### config.mk
export PLATFORM = sky130hd
export DESIGN_NAME = pipeline_hazard_ctrl
export DESIGN_NICKNAME = d
export VERILOG_FILES = /design/src/rtl/pipe_pkg.sv /design/src/rtl/forward_unit.sv /design/src/rtl/pipeline_hazard_ctrl.sv
export SDC_FILE = /design/constraint.sdc
export NUM_CORES = 1
export LEC_CHECK = 0
export ABC_AREA = 1
export CAP_MARGIN = 30
export CORE_MARGIN = 2
export CORE_UTILIZATION = 45
export DETAILED_ROUTE_END_ITERATION = 8
export DONT_BUFFER_PORTS = 1
export PLACE_DENSITY = 0.66
export SLEW_MARGIN = 20
export SYNTH_ARGS = -nofsm -noshare
export SYNTH_HDL_FRONTEND = slang
export SYNTH_SLANG_ARGS = --single-unit
export TNS_END_PERCENT = 50
### constraint.sdc
create_clock -name clock -period 4.56 [get_ports clock]
set_clock_uncertainty 0.1 [all_clocks]
set_input_delay 1.368 -clock clock [delete_from_list [all_inputs] [get_ports clock]]
set_output_delay 1.368 -clock clock [all_outputs]
set_load 0.01 [all_outputs]
### src/rtl/pipe_pkg.sv
// Shared encodings and types for the MIPS pipeline hazard controller.
package pipe_pkg;

    localparam logic [1:0] SDW_ALU = 2'b00;
    localparam logic [1:0] SDW_MEM = 2'b01;
    localparam logic [1:0] SDW_PC4 = 2'b10;

    localparam logic [1:0] FWD_RF  = 2'b00;
    localparam logic [1:0] FWD_MEM = 2'b01;
    localparam logic [1:0] FWD_WB  = 2'b10;

    typedef enum logic {RUN, WAIT} state_t;

    // $0 is hardwired to zero, so it never creates a dependency.
    function automatic logic reg_match(input logic [4:0] a, input logic [4:0] b);
        return (a != 5'd0) && (a == b);
    endfunction

endpackage

### src/rtl/forward_unit.sv
// EXE-stage operand forwarding selects; MEM results take priority over WB.
module forward_unit
    import pipe_pkg::*;
(
    input  logic [4:0] exe_rs,
    input  logic [4:0] exe_rt,
    input  logic [4:0] mem_num_write,
    input  logic       mem_reg_write,
    input  logic [1:0] mem_s_data_write,
    input  logic [4:0] wb_num_write,
    input  logic       wb_reg_write,
    output logic [1:0] fwd_a,
    output logic [1:0] fwd_b
);

    // A load in MEM has no data yet; the load-use stall covers that case.
    function automatic logic [1:0] select(input logic [4:0] src);
        if (mem_reg_write && (mem_s_data_write != SDW_MEM) && reg_match(mem_num_write, src))
            return FWD_MEM;
        else if (wb_reg_write && reg_match(wb_num_write, src))
            return FWD_WB;
        else
            return FWD_RF;
    endfunction

    always_comb begin
        fwd_a = select(exe_rs);
        fwd_b = select(exe_rt);
    end

endmodule

### src/rtl/pipeline_hazard_ctrl.sv
// Pipeline hazard controller: memory freeze, branch flush, load-use stall,
// forwarding selects and saturating performance counters.
module pipeline_hazard_ctrl
    import pipe_pkg::*;
#(
    parameter logic [7:0] MEM_TIMEOUT = 8'd255,
    parameter int         CNT_W       = 16
) (
    input  logic             clock,
    input  logic             reset,
    input  logic [4:0]       ID_rs,
    input  logic [4:0]       ID_rt,
    input  logic             ID_use_rs,
    input  logic             ID_use_rt,
    input  logic [4:0]       EXE_rs,
    input  logic [4:0]       EXE_rt,
    input  logic [4:0]       EXE_num_write,
    input  logic             EXE_reg_write,
    input  logic [1:0]       EXE_s_data_write,
    input  logic             EXE_branch_taken,
    input  logic [4:0]       MEM_num_write,
    input  logic             MEM_reg_write,
    input  logic [1:0]       MEM_s_data_write,
    input  logic [4:0]       WB_num_write,
    input  logic             WB_reg_write,
    input  logic             MEM_mem_req,
    input  logic             mem_ready,
    output logic             pc_en,
    output logic             IF_ID_en,
    output logic             ID_EXE_en,
    output logic             EXE_MEM_en,
    output logic             MEM_WB_en,
    output logic             IF_ID_flush,
    output logic             ID_EXE_flush,
    output logic             MEM_WB_flush,
    output logic [1:0]       fwd_a,
    output logic [1:0]       fwd_b,
    output logic             mem_err,
    output logic [CNT_W-1:0] stall_cnt,
    output logic [CNT_W-1:0] flush_cnt
);

    state_t     state, state_next;
    logic [7:0] wait_cnt;
    logic       freeze, timeout, load_use, stall_event, flush_event;

    forward_unit u_forward (
        .exe_rs           (EXE_rs),
        .exe_rt           (EXE_rt),
        .mem_num_write    (MEM_num_write),
        .mem_reg_write    (MEM_reg_write),
        .mem_s_data_write (MEM_s_data_write),
        .wb_num_write     (WB_num_write),
        .wb_reg_write     (WB_reg_write),
        .fwd_a            (fwd_a),
        .fwd_b            (fwd_b)
    );

    always_comb begin
        freeze       = 1'b0;
        timeout      = 1'b0;
        state_next   = state;
        pc_en        = 1'b1;
        IF_ID_en     = 1'b1;
        ID_EXE_en    = 1'b1;
        EXE_MEM_en   = 1'b1;
        MEM_WB_en    = 1'b1;
        IF_ID_flush  = 1'b0;
        ID_EXE_flush = 1'b0;
        MEM_WB_flush = 1'b0;
        stall_event  = 1'b0;
        flush_event  = 1'b0;

        load_use = EXE_reg_write && (EXE_s_data_write == SDW_MEM) &&
                   ((ID_use_rs && reg_match(ID_rs, EXE_num_write)) ||
                    (ID_use_rt && reg_match(ID_rt, EXE_num_write)));

        // A timed-out access leaves WAIT exactly as if memory had answered.
        case (state)
            RUN: begin
                freeze = MEM_mem_req && !mem_ready;
                if (freeze)
                    state_next = WAIT;
            end
            WAIT: begin
                timeout = !mem_ready && (wait_cnt == MEM_TIMEOUT);
                freeze  = !mem_ready && !timeout;
                if (!freeze)
                    state_next = RUN;
            end
            default: state_next = RUN;
        endcase

        if (freeze) begin
            pc_en        = 1'b0;
            IF_ID_en     = 1'b0;
            ID_EXE_en    = 1'b0;
            EXE_MEM_en   = 1'b0;
            MEM_WB_flush = 1'b1;
            stall_event  = 1'b1;
        end else if (EXE_branch_taken) begin
            IF_ID_flush  = 1'b1;
            ID_EXE_flush = 1'b1;
            flush_event  = 1'b1;
        end else if (load_use) begin
            pc_en        = 1'b0;
            IF_ID_en     = 1'b0;
            ID_EXE_flush = 1'b1;
            stall_event  = 1'b1;
        end
    end

    always_ff @(posedge clock or negedge reset) begin
        if (!reset) begin
            state     <= RUN;
            wait_cnt  <= 8'd0;
            mem_err   <= 1'b0;
            stall_cnt <= '0;
            flush_cnt <= '0;
        end else begin
            state <= state_next;
            if (state == RUN)
                wait_cnt <= 8'd0;
            else if (freeze)
                wait_cnt <= wait_cnt + 8'd1;
            if (timeout)
                mem_err <= 1'b1;
            if (stall_event && (stall_cnt != '1))
                stall_cnt <= stall_cnt + CNT_W'(1);
            if (flush_event && (flush_cnt != '1))
                flush_cnt <= flush_cnt + CNT_W'(1);
        end
    end

endmodule

## Yosys cells after proc, flatten, opt, wreduce, memory -nomap -nowiden

Index checks and enable logic that the tools add are counted.

- Logic and storage cells: 71
- Input bits: 49
- Register bits after elaboration: 42

- Bitwise gates (word level): 1
- Multiplexer cells: 23
- Eq/ne operators: 12
- $add $sub $neg: 3
- Reduce and logical (&&, ||, !) cells: 27

Operators by type and width:

| kind | number |
|---|---|
| $add 16x1->16 const B | 2 |
| $ne 16x16->1 const B | 2 |
| $eq 5x5->1 | 6 |
| $logic_and 1x1->1 | 20 |
| $reduce_bool 5->1 | 4 |
| $mux 8 | 2 |
| $mux 1 | 15 |
| $add 8x1->8 const B | 1 |
| $eq 8x8->1 const B | 1 |
| $mux 2 | 4 |
| $ne 2x1->1 const B | 2 |
| $pmux 1 s2 | 2 |
| $eq 2x1->1 const B | 1 |
| $logic_not 1->1 | 2 |
| $logic_or 1x1->1 | 1 |
| $not 1->1 | 1 |

## Longest topological paths before layout

- Depth in word-level cells: 9
- Depth in mapped cells: 14

## Modules after synthesis

Synthesis repeated with hierarchy kept, for this count alone.

- Cells, all modules: 481
- Area total of the unflattened synthesis: 3218.1 µm²

Modules (own cells, without submodules):

| module | instances | seq. area each (µm²) | cells an instance | area each (µm²) |
|---|---|---|---|---|
| pipeline_hazard_ctrl | 1 | 1051.0 | 378 | 2782.7 |
| forward_unit | 1 | 0.0 | 103 | 435.4 |

## Worst setup path before layout

No wires, ideal clock.

- Path type: in2out
- Start: in EXE_num_write[3]
- End: out pc_en
- Arrival time: 2441 ps
- Stages: 11
- Slack: 651 ps
- Path buffers: 2
- Required time: 3092 ps
- Cell sequence: inv_1 -> a21boi_0 -> nand2_1 -> nor2_1 -> nand3_1 -> nand2_1 -> nand3_1 -> nand2_2 -> buf_2 -> inv_1 -> buf_4

- Cells in the longest elaborated chain, start to end: 8
- Elaborated cells on any way between the ends: 11

Ends and longest elaborated chain:

| item | line | source |
|---|---|---|
| from (decl) | pipeline_hazard_ctrl.sv:17 | `input logic [4:0] EXE_num_write,` |
| $eq 5x5->1 | pipe_pkg.sv:16 | `return (a != 5'd0) && (a == b);` |
| $logic_and 1x1->1 | pipe_pkg.sv:16 |  |
| $logic_and 1x1->1, on equally long branches | pipeline_hazard_ctrl.sv:75, pipeline_hazard_ctrl.sv:76 |  |
| $logic_or 1x1->1 * | pipeline_hazard_ctrl.sv:75 | `((ID_use_rs && reg_match(ID_rs, EXE_num_write)) \|\|` |
| $logic_and 1x1->1 * | pipeline_hazard_ctrl.sv:74 | `load_use = EXE_reg_write && (EXE_s_data_write == SDW_MEM) &&` |
| $mux 1 * (3 in series) | -- |  |
| to (decl) | pipeline_hazard_ctrl.sv:28 | `output logic pc_en,` |

Every way passes the cells marked *; elsewhere a longest branch is shown, timed or not.

## Worst setup path after layout

- Start: in MEM_num_write[3]
- End: out fwd_b[1]

- Cells in the longest elaborated chain, start to end: 4
- Elaborated cells on any way between the ends: 5

Ends and longest elaborated chain:

| item | line | source |
|---|---|---|
| from (decl) | pipeline_hazard_ctrl.sv:21 | `input logic [4:0] MEM_num_write,` |
| $eq 5x5->1 or $reduce_bool 5->1 (tied branches) | pipe_pkg.sv:16 |  |
| $logic_and 1x1->1 * | pipe_pkg.sv:16 |  |
| $logic_and 1x1->1 * | forward_unit.sv:18 | `if (mem_reg_write && (mem_s_data_write != SDW_MEM) && reg_match(mem_num_write, src))` |
| $mux 2 * | forward_unit.sv:18 |  |
| to (decl) | pipeline_hazard_ctrl.sv:37 | `output logic [1:0] fwd_b,` |

Marked as above.

==> summary.md <==
| Metric | Value |
|---|---|
| # resized after CTS | 0 |
| DRT antenna net count | 0 |
| Detailed-route wire length | ~6.6 mm |
| 1st-iter DRT viols | 65 |
| Crit path DAT | about 2.3 ns |
| Mean area per synthesized cell | between 6 and 7 um2 |
| Peak supply drop | approximately 0.18 mV |
| Gr usage total | 18.9% |
| I/O pins | 94 |
| Clock slew at reported path FFs | ~0.070 ns |
| Setup crit end kind | primary output |
| Mapped Nets | just under 500 |
| Hold-fix buffers, CTS | 0 |
| Starting density of the core | a little under half |
| Chip height | between 80 and 90 um |
| R2r setup slk | around 2.1 ns |
| FF+latch area | roughly 1100 um2 |
| Buffers on Ports | 0 |
| PD cells | a little under 300 nW/um2 |
| Clk_lat worst skew | just under 0.3 ns |
| Synthesis Warnings | 0 |
| Synth Instances | 440 |
| Mapped Area | about 3000 um2 |
| Root Driver | clkbuf_8 |
| Fraction of the mapped netlist area in compound gates | between 5 and 6% |
| Peak Freq | 269 MHz |
| Vias in the first global route | roughly 2700 |
| Clock share of power | 31.9% |
| Hold Vio Cnt, Final | 0 |
| Crit Path Max Fanout | 3 |
| Sequential share of the synthesized area | 34.6% |
| Gpl congestion | between 0.8 and 0.9 |
| Clock buffer count from CTS | 5 |
| Synth Area in Adders | under 10% |
| Slew HR | around 63% |
| CTS Buffer Depth | 2 |
| Critical Path RT | ~3 ns |
| TNS Setup | 0 ns |
| Finished layout cell area | 3170 um2 |
| Final net count | between 400 and 500 |
| Largest family of logic cells by synthesized area | simple AND/OR/NAND/NOR gates |
| Placement Rows | 29 |
| Max Cap Violations | 0 |
| Setup Fix Bufs, Post-CTS | 0 |
| Internal power | about 0.65 mW |
| Synth unique cells | 35 |
| Worst Hold Class | reg2reg |
| DRC | 0 |
| H-tree depth | 2 |
| Fin crit share | about four fifths |
| Mux contribution to synthesized area | 0% |
| Layout fillers | ~620 |
| Switching portion of total power | a little under a third |
| Xor/xnor cell area share of the yosys netlist | under 10% |
| Die area | 7420 um2 |
| Syn-to-layout area delta | 4.41% |
| Register bit total from synthesis | between 40 and 50 |
| Gr ovfl total | 0 |
| WL per Instance | approximately 13 um |
| Sequential power share | 52.5% |
| Die X | ~86 um |
| HPWL after DPL | 5.04 mm |
| Vias per Instance | approximately 5.2 |
| Sw power | between 0.2 and 0.3 mW |
| Unrepaired setup endpoints after global routing | false |
| First-pass GRT wire length | roughly 12 mm |
| Final Max Tran Viols | 0 |
| Antenna violations before repair | 0 |
| Period minus WS final | about 3.7 ns |
| Startpoint types | input pin |
| Cell Area, Placed | 3060 um2 |
| Pre-antenna DRT Iters | 4 |
| Largest net degree at the start of global routing | 43 |
| Worst slew pin tran | about 0.55 ns |
| Ant diodes | 0 |
| Synth Area in Simple Gates | roughly two fifths |
| Area used by multi-input combinational logic | 1680 um2 |
| Status | finished clean |
| Core area | 6420 um2 |
| # setup viols final | 0 |
| CTS tree | yes |
| Crit Path Class | in2out |
| Vias after detailed routing | between 2000 and 3000 |
| Clk sinks | 42 |
| Logic pwr share | about 16% |
| Share of cells above drive strength 1 | around 7.3% |
| Leak | around 1.6 nW |
==> synthesized netlist by cell type, drive strengths merged <==
library cell | count | share of area (%)
nand2 | 148 | 19
inv | 58 | 7.3
nand3 | 44 | 7.6
dfrtp | 42 | 35
nor2 | 39 | 5.2
xor2 | 20 | 5.8
nor3 | 14 | 2.5
xnor2 | 14 | 4.0
o21ai | 13 | 2.1
buf | 9 | 2.7
nand4 | 9 | 1.9
nor4 | 7 | 1.4
a21oi | 4 | 0.66
o22ai | 4 | 0.82
ha | 3 | 1.2
a211oi | 2 | 0.49
a21boi | 2 | 0.49
or2 | 2 | 0.41
a31oi | 1 | 0.21
and3 | 1 | 0.25
and3b | 1 | 0.29
conb | 1 | 0.12
o21a | 1 | 0.25
or3 | 1 | 0.21
==> registers in the layout, indices dropped and copies added (netlist names) <==
signal	flops
state	1
stall_cnt	16
flush_cnt	16
mem_err	1
wait_cnt	8
==> routing by layer <==
layer	wire length, um	GRT usage [%]	vias to the layer above	part of all wire, %
li1	-	-	1383	-
met5	0	0	-	0
met2	3190	33.7	81	48
met4	29	4.18	0	0.44
met1	2830	21.4	1213	43
met3	582	7.03	2	8.8
==> cell type report <==
class / count / share of cell area, %
clock buffers: 6 / 2.61
repair buffers: 1 / 0.237
well taps: 77 / 3.04
inverters: 58 / 6.95
multi-input cells: 331 / 53.0
flip-flops and latches: 42 / 33.2
clock inverters: 1 / 0.948
==> cell families (layout without fill, tap and decap cells) <==
| group | after synthesis | count (layout) |
|---|---|---|
| fa+ha+maj | 3 | 3 |
| flops | 42 | 42 |
| buf+inv | 67 | 66 |
| simple gates | 266 | 266 |
| compound gates | 27 | 27 |
| xor+xnor | 34 | 34 |
| other cells | 1 | 1 |
==> per-stage QoR <==
stage | power (mW) | cells | hold slack, ns | worst slack (ns) | utilization, %
after floorplan | 0.618 | 440 | 0.363 | 0.651 | -
after global placement | 0.642 | 509 | 0.385 | 0.871 | 47.6
after detailed placement | 0.647 | 509 | 0.403 | 0.851 | 47.6
after CTS | 0.949 | 516 | 0.424 | 0.849 | 49.3
after global routing | 1.01 | 516 | 0.495 | 0.738 | 49.3
final | 0.940 | 516 | 0.429 | 0.844 | 49.3
==> power groups by stage <==
stage	clock, mW	combinational [mW]	sequential [mW]
3_5_place_dp	0	0.148	0.499
5_1_grt	0.328	0.174	0.504
4_1_cts	0.309	0.148	0.492
6_report	0.300	0.147	0.493
3_3_place_gp	0	0.144	0.498
2_1_floorplan	0	0.136	0.482
==> worst max-delay path, stage by stage <==
cell	delay, ns
inv_1	0.07
nor2_1	0.05
nor4_1	0.25
nand4_1	0.12
nor2_1	0.25
nor2_1	0.14
==> cells in the final DEF, fill, tap and decap left out, types with 9 or more instances in the layout <==
| cell type | Yosys | routed |
|---|---|---|
| nand2_1 | 136 | 136 |
| inv_1 | 54 | 54 |
| nand3_1 | 42 | 42 |
| dfrtp_1 | 42 | 42 |
| nor2_1 | 37 | 37 |
| xor2_1 | 20 | 20 |
| xnor2_1 | 14 | 14 |
| nor3_1 | 13 | 13 |
| o21ai_0 | 13 | 13 |
| nand2_2 | 11 | 11 |
| nand4_1 | 9 | 9 |
==> worst paths after layout <==
| kind | startpoint | to | depth (start not counted) |
|---|---|---|---|
| max reg2reg | stall_cnt[1] | stall_cnt[0] | 7 |
| min in group asynchronous | reset | stall_cnt[12] | 0 |
| max in group asynchronous | reset | flush_cnt[0] | 0 |
| max | MEM_num_write[3] | fwd_b[1] | 6 |
| min reg2reg | wait_cnt[6] | wait_cnt[6] | 2 |
| min | wait_cnt[6] | wait_cnt[6] | 2 |
No activity file was read; power rests on OpenSTA's default activity.
